**config.mk**
```make
export PLATFORM = sky130hd
export DESIGN_NAME = if_fetch_stage_flat
export DESIGN_NICKNAME = d
export VERILOG_FILES = /design/src/rtl/if_fetch_stage_if.sv /design/src/rtl/if_fetch_stage.sv /design/src/flat_wrapper.sv
export SDC_FILE = /design/constraint.sdc
export NUM_CORES = 1
export LEC_CHECK = 0
export BUFFER_PORTS_ARGS = -buffer_cell sky130_fd_sc_hd__buf_2
export CORE_MARGIN = 2
export CORE_UTILIZATION = 45
export CTS_BUF_LIST = sky130_fd_sc_hd__clkbuf_4 sky130_fd_sc_hd__clkbuf_8
export DETAILED_ROUTE_END_ITERATION = 7
export PLACE_DENSITY = 0.67
export REMOVE_ABC_BUFFERS = 1
export SLEW_MARGIN = 20
export SYNTH_ARGS = -nofsm -noshare
export SYNTH_HDL_FRONTEND = slang
export SYNTH_SLANG_ARGS = --single-unit
```
**constraint.sdc**
```tcl
create_clock -name clk -period 5.72 [get_ports clk]
set_input_delay 0.572 -clock clk [delete_from_list [all_inputs] [get_ports clk]]
set_output_delay 0.572 -clock clk [all_outputs]
set_load 0.01 [all_outputs]
```
**src/rtl/if_fetch_stage_if.sv**
```systemverilog
`default_nettype none
// ============================================================================
// Module   : if_fetch_stage_if
// Brief    : Instruction-memory request/response bus between the fetch stage
//            (master) and instruction memory (slave).
// Revision : 1.0
// ============================================================================
interface if_fetch_stage_if;
    logic        imem_req;
    logic [31:0] imem_addr;
    logic        imem_ready;
    logic        imem_rvalid;
    logic [31:0] imem_rdata;

    modport master (
        output imem_req,
        output imem_addr,
        input  imem_ready,
        input  imem_rvalid,
        input  imem_rdata
    );

    modport slave (
        input  imem_req,
        input  imem_addr,
        output imem_ready,
        output imem_rvalid,
        output imem_rdata
    );
endinterface
`default_nettype wire

```
**src/rtl/if_fetch_stage.sv**
```systemverilog
`default_nettype none
// ============================================================================
// Module   : if_fetch_stage
// Brief    : Instruction fetch with single outstanding imem read, branch/jump
//            redirect, stall-absorbing one-entry hold buffer and NOP bubbles.
// Revision : 1.0
// ============================================================================
module if_fetch_stage #(
    parameter logic [31:0] RESET_PC = 32'h0000_0000,
    parameter logic [31:0] NOP_WORD = 32'h0000_0000
) (
    input  wire              clk,
    input  wire              rst_n,
    input  wire              Stall_Or_Not,
    input  wire              redirect_valid,
    input  wire  [31:0]      redirect_target,
    if_fetch_stage_if.master imem,
    output logic [31:0]      out_Instruction_Data,
    output logic [31:0]      out_Add4_PC_4,
    output logic             out_fetch_valid
);

    typedef enum logic [1:0] {
        ST_REQ   = 2'd0,
        ST_WAIT  = 2'd1,
        ST_DRAIN = 2'd2
    } state_t;

    state_t      r_state;
    logic [31:0] r_pc;
    logic [31:0] r_inflight_pc;
    logic        r_hb_valid;
    logic [31:0] r_hb_instr;
    logic [31:0] r_hb_pc4;
    logic [31:0] r_out_instr;
    logic [31:0] r_out_pc4;
    logic        r_out_valid;

    logic        w_req_core;
    logic        w_accept;
    logic        w_resp_ok;
    logic [31:0] w_pc_plus4;
    logic [31:0] w_resp_pc4;
    logic [31:0] w_redir_pc;
    logic        w_unused_target_lsbs;

    assign w_req_core = (r_state == ST_REQ) && !r_hb_valid && !redirect_valid;
    assign w_accept   = w_req_core && imem.imem_ready;
    // Only a response to a live request counts; DRAIN responses are dropped.
    assign w_resp_ok  = (r_state == ST_WAIT) && imem.imem_rvalid;
    assign w_pc_plus4 = r_pc + 32'd4;
    assign w_resp_pc4 = r_inflight_pc + 32'd4;
    assign w_redir_pc = {redirect_target[31:2], 2'b00};
    assign w_unused_target_lsbs = ^redirect_target[1:0];

    // Request is masked while reset is held so nothing is issued before release.
    assign imem.imem_req  = w_req_core && rst_n;
    assign imem.imem_addr = r_pc;

    assign out_Instruction_Data = r_out_instr;
    assign out_Add4_PC_4        = r_out_pc4;
    assign out_fetch_valid      = r_out_valid;

    always_ff @(posedge clk or negedge rst_n) begin
        if (!rst_n) begin
            r_state       <= ST_REQ;
            r_pc          <= RESET_PC;
            r_inflight_pc <= 32'd0;
            r_hb_valid    <= 1'b0;
            r_hb_instr    <= NOP_WORD;
            r_hb_pc4      <= 32'd0;
            r_out_instr   <= NOP_WORD;
            r_out_pc4     <= 32'd0;
            r_out_valid   <= 1'b0;
        end else if (redirect_valid) begin
            // Redirect overrides stall: squash output and buffer, restart pc.
            r_pc        <= w_redir_pc;
            r_hb_valid  <= 1'b0;
            r_out_instr <= NOP_WORD;
            r_out_valid <= 1'b0;
            case (r_state)
                ST_REQ:   r_state <= ST_REQ;
                ST_WAIT:  r_state <= imem.imem_rvalid ? ST_REQ : ST_DRAIN;
                ST_DRAIN: r_state <= imem.imem_rvalid ? ST_REQ : ST_DRAIN;
                default:  r_state <= ST_REQ;
            endcase
        end else begin
            case (r_state)
                ST_REQ: begin
                    if (w_accept) begin
                        r_inflight_pc <= r_pc;
                        r_pc          <= w_pc_plus4;
                        r_state       <= ST_WAIT;
                    end
                end
                ST_WAIT, ST_DRAIN: begin
                    if (imem.imem_rvalid) begin
                        r_state <= ST_REQ;
                    end
                end
                default: r_state <= ST_REQ;
            endcase

            if (!Stall_Or_Not) begin
                if (r_hb_valid) begin
                    r_out_instr <= r_hb_instr;
                    r_out_pc4   <= r_hb_pc4;
                    r_out_valid <= 1'b1;
                    r_hb_valid  <= 1'b0;
                end else if (w_resp_ok) begin
                    r_out_instr <= imem.imem_rdata;
                    r_out_pc4   <= w_resp_pc4;
                    r_out_valid <= 1'b1;
                end else begin
                    r_out_instr <= NOP_WORD;
                    r_out_valid <= 1'b0;
                end
            end else if (w_resp_ok) begin
                // Buffer is empty here: a full buffer blocks new requests.
                r_hb_instr <= imem.imem_rdata;
                r_hb_pc4   <= w_resp_pc4;
                r_hb_valid <= 1'b1;
            end
        end
    end

endmodule
`default_nettype wire

```
**src/flat_wrapper.sv**
```systemverilog
// flat-port wrapper written by rule: the top's interface ports become plain ports
module if_fetch_stage_flat 
#(
    parameter logic [31:0] RESET_PC = 32'h0000_0000,
    parameter logic [31:0] NOP_WORD = 32'h0000_0000
)
  (clk, rst_n, Stall_Or_Not, redirect_valid, redirect_target, out_Instruction_Data, out_Add4_PC_4, out_fetch_valid, imem_imem_req, imem_imem_addr, imem_imem_ready, imem_imem_rvalid, imem_imem_rdata);
  if_fetch_stage_if imem_i ();
  input  wire clk;
  input  wire rst_n;
  input  wire Stall_Or_Not;
  input  wire redirect_valid;
  input  wire  [31:0] redirect_target;
  output logic [31:0] out_Instruction_Data;
  output logic [31:0] out_Add4_PC_4;
  output logic out_fetch_valid;
  output wire logic [$bits(imem_i.imem_req)-1:0] imem_imem_req;
  output wire logic [$bits(imem_i.imem_addr)-1:0] imem_imem_addr;
  input wire logic [$bits(imem_i.imem_ready)-1:0] imem_imem_ready;
  input wire logic [$bits(imem_i.imem_rvalid)-1:0] imem_imem_rvalid;
  input wire logic [$bits(imem_i.imem_rdata)-1:0] imem_imem_rdata;
  assign imem_imem_req = imem_i.imem_req;
  assign imem_imem_addr = imem_i.imem_addr;
  assign imem_i.imem_ready = imem_imem_ready;
  assign imem_i.imem_rvalid = imem_imem_rvalid;
  assign imem_i.imem_rdata = imem_imem_rdata;
  if_fetch_stage #(.RESET_PC(RESET_PC), .NOP_WORD(NOP_WORD)) u_core (.clk(clk), .rst_n(rst_n), .Stall_Or_Not(Stall_Or_Not), .redirect_valid(redirect_valid), .redirect_target(redirect_target), .imem(imem_i), .out_Instruction_Data(out_Instruction_Data), .out_Add4_PC_4(out_Add4_PC_4), .out_fetch_valid(out_fetch_valid));
endmodule
```
==> flow_metrics.tcl <==
set metrics [dict create \
    synth.distinct_cells 49 \
    max-cap-violations 0 \
    critPathRequiredTime_ns 6.08 \
    final_cell_mix "dfrtp_1 (187), buf_2 (159), nand2_1 (89)" \
    worst_setup_path_end_kind "flip-flop" \
    r2r_start "u_core.r_state[0]" \
    cts_setup_buffers 0 \
    p_total_mw 4.00 \
    totalWireLength_um 21700 \
    synth_top_area_share_pct 53.4 \
    synth-edff-count 0 \
    whs_ns 0.114 \
    die_y_um 144 \
    final_common_cell "dfrtp_1" \
    ys_ff_latch 188 \
    ant_nets 0 \
    worstPathArrival_ns 2.92 \
    fin_crit_sh_pct 44.7 \
    leakage_nw 4.69 \
    rsz0062_at_grt "false" \
    hp-class "primary input to asynchronous set/reset pin" \
    path_delay_family "simple AND/OR/NAND/NOR gates" \
    ys.flop_type "dfrtp_1" \
    hpwl_um 14700 \
    via_count 6719 \
    grt_max_degree 84 \
    yosys.area.top_type "dfrtp_1" \
    wl_per_cell_um 17.6 \
    initial_core_util_pct 45.6 \
    clk_pin_slew_worst_paths_ns 0.10 \
    crit_buf_inv 1 \
    power_density_nw_per_um2 391 \
    hold_buffers 0 \
    grt.overflow.total 0 \
    tritoncts "yes" \
    pin_count 168 \
    drc 0 \
    critPathKind "flip-flop to flip-flop" \
    crit_fanout 7 \
    setup_ws_ns 3.16 \
    reg2reg_to "u_core.imem.imem_addr[29]" \
    totalNegativeSetupSlack_ns 0 \
    rr_worst_depth 7 \
    hold_viol 0 \
    cts_buffers 17 \
    initialDrtViolationCount 459 \
    slew_violations 0 \
    clock_path_buffers 2 \
    fin_crit_ns 2.56 \
    grt_pass1_vias 6478 \
    gp_congestion 0.855 \
    async_flop_share_pct 100 \
    final_nets 1032 \
    grt_use_total_pct 21.7 \
    ys_seq_area_share_pct 53.4 \
    synth_area_leaders "dfrtp_1 (53%), mux2_2 (9.2%), nand2_1 (3.8%)" \
    dp_slack_ns 2.75 \
    grt_antenna_before_repair 0 \
    num_rows 51 \
    syn_area_per_cell_um2 10.7 \
    drt_pass1_iterations 5 \
    grt_first_pass_wirelength_um 35000 \
    post_cts_resized 0 \
    cpPeakStageDelay_ns 0.79 \
    synthToLayoutAreaGrowth_pct 16.3 \
    start_kind "flip-flop" \
    syn_area_um2 8810 \
    coreArea_um2 19300 \
    tightest_slew_ns 1.02 \
    drive_above_1_share_pct 29.5 \
    fin_util_pct 53.0 \
    outcome "finished clean" \
    die_width_um 144 \
    port_buffers 161 \
    max-slew-margin-rel_pct 31.6 \
    syn-instance-count 822 \
    diodes 0 \
    cp_slowest_cell "nor4_1" \
    timing.fmax_ghz 0.391 \
    die-area_um2 20700 \
    rrSetupSlack_ns 3.16 \
    ir_drop_uv 188 \
    crit_chain "inv_1 > ha_1 > nand4b_1 > nor4_1 > nand4_1 > xnor2_1 > mux2_2" \
    drt-vias-per-instance 5.44 \
    finalSetupViolCount 0 \
    skew_ns 0.0113 \
    insertion_delay_ns 0.48 \
    yosys_warnings 0 \
    cts_sinks 188 \
    root_buffer "clkbuf_8" \
    htreeDepth 4 \
]
-- logic make-up after synthesis --
kind of cell / share of synthesized area, %
XOR/XNOR: 5.06
adder cells (fa/ha/maj): 0.568
AND/OR/NAND/NOR: 18.2
AO/OA/AOI/OAI: 9.91
buffers and inverters: 3.07
other: 0.0426
flip-flops: 53.4
multiplexers: 9.79
-- cell usage after synthesis (3+ instances only) --
| cell | count |
|---|---|
| buf_2 | 3 |
| nand3_1 | 34 |
| and4_1 | 10 |
| mux2_2 | 72 |
| and3_1 | 17 |
| buf_1 | 6 |
| xor2_1 | 21 |
| mux2i_1 | 4 |
| nand2_1 | 89 |
| xnor2_1 | 28 |
| o21ai_0 | 55 |
| nor2b_1 | 36 |
| o211ai_1 | 9 |
| a21oi_1 | 15 |
| ha_1 | 4 |
| nand4_1 | 19 |
| buf_4 | 4 |
| o21ai_1 | 7 |
| nor3_1 | 42 |
| nor4_1 | 6 |
| dfrtp_1 | 188 |
| nor4b_1 | 3 |
| o311ai_0 | 4 |
| nor2_1 | 24 |
| a221oi_1 | 32 |
| inv_1 | 8 |
| or4_1 | 3 |
| clkbuf_1 | 45 |
| a221o_1 | 7 |
-- per-stage QoR --
step           cell area (um^2)  cells
6_report                  10200   1236
5_1_grt                   10200   1236
4_1_cts                   10200   1235
3_5_place_dp               9840   1203
3_3_place_gp               9840   1203
2_1_floorplan              8580    767
-- worst reg2reg max path, stage by stage (launching register included) --
cell      delay [ns]
dfrtp_1         0.41
inv_1           0.07
ha_1            0.30
nand4b_1        0.14
nor4_1          0.79
nand4_1         0.28
xnor2_1         0.20
mux2_2          0.26
-- how the worst max path moves through the flow --
| stage | start | endpoint | slack (ns) | cells past startpoint |
|---|---|---|---|---|
| global placement | redirect_valid | u_core.imem.imem_addr[30] | 2.80 | 6 |
| global route | u_core.r_state[0] | u_core.imem.imem_addr[25] | 3.06 | 7 |
| detailed placement | redirect_valid | u_core.imem.imem_addr[19] | 2.75 | 6 |
| finish | u_core.r_state[0] | u_core.imem.imem_addr[29] | 3.16 | 7 |
| floorplan | u_core.r_hb_valid | u_core.imem.imem_addr[30] | 0.08 | 5 |
| CTS | u_core.r_state[0] | u_core.imem.imem_addr[19] | 2.82 | 7 |
-- layout make-up --
class / instances / area, um^2
Timing Repair Buffer: 172 / 916
Inverter: 9 / 33.8
Fill cell: 1757 / 9090
Tap cell: 265 / 332
Clock inverter: 14 / 145
Sequential cell: 188 / 4710
Clock buffer: 18 / 241
Multi-Input combinational cell: 570 / 3870
-- flip-flops by register name, indices dropped and copies added (netlist names) --
register,flops
u_core.out_Add4_PC_4,30
u_core.r_state,2
u_core.r_hb_valid,1
u_core.r_hb_pc4,30
u_core.r_inflight_pc,30
u_core.out_Instruction_Data,32
u_core.r_hb_instr,32
u_core.out_fetch_valid,1
u_core.imem.imem_addr,30
-- metal layers --
metal / wire (um) / GRT usage [%] / part of all wire, % / vias up
li1: - / - / - / 3249
met1: 9910 / 30.6 / 46 / 3260
met2: 10200 / 33.3 / 47 / 181
met3: 1190 / 5.40 / 5.5 / 29
met4: 400 / 6.50 / 1.8 / 0
met5: 0 / 0 / 0 / -
-- report_power, final --
part	total (mW)	leakage, nW	switching (mW)	internal [mW]
clock network	0.884	0.189	0.490	0.394
logic	1.04	2.08	0.522	0.521
registers	2.07	2.42	0.344	1.73
total	4.00	4.69	1.36	2.64
(Power assumes the default switching activity.)
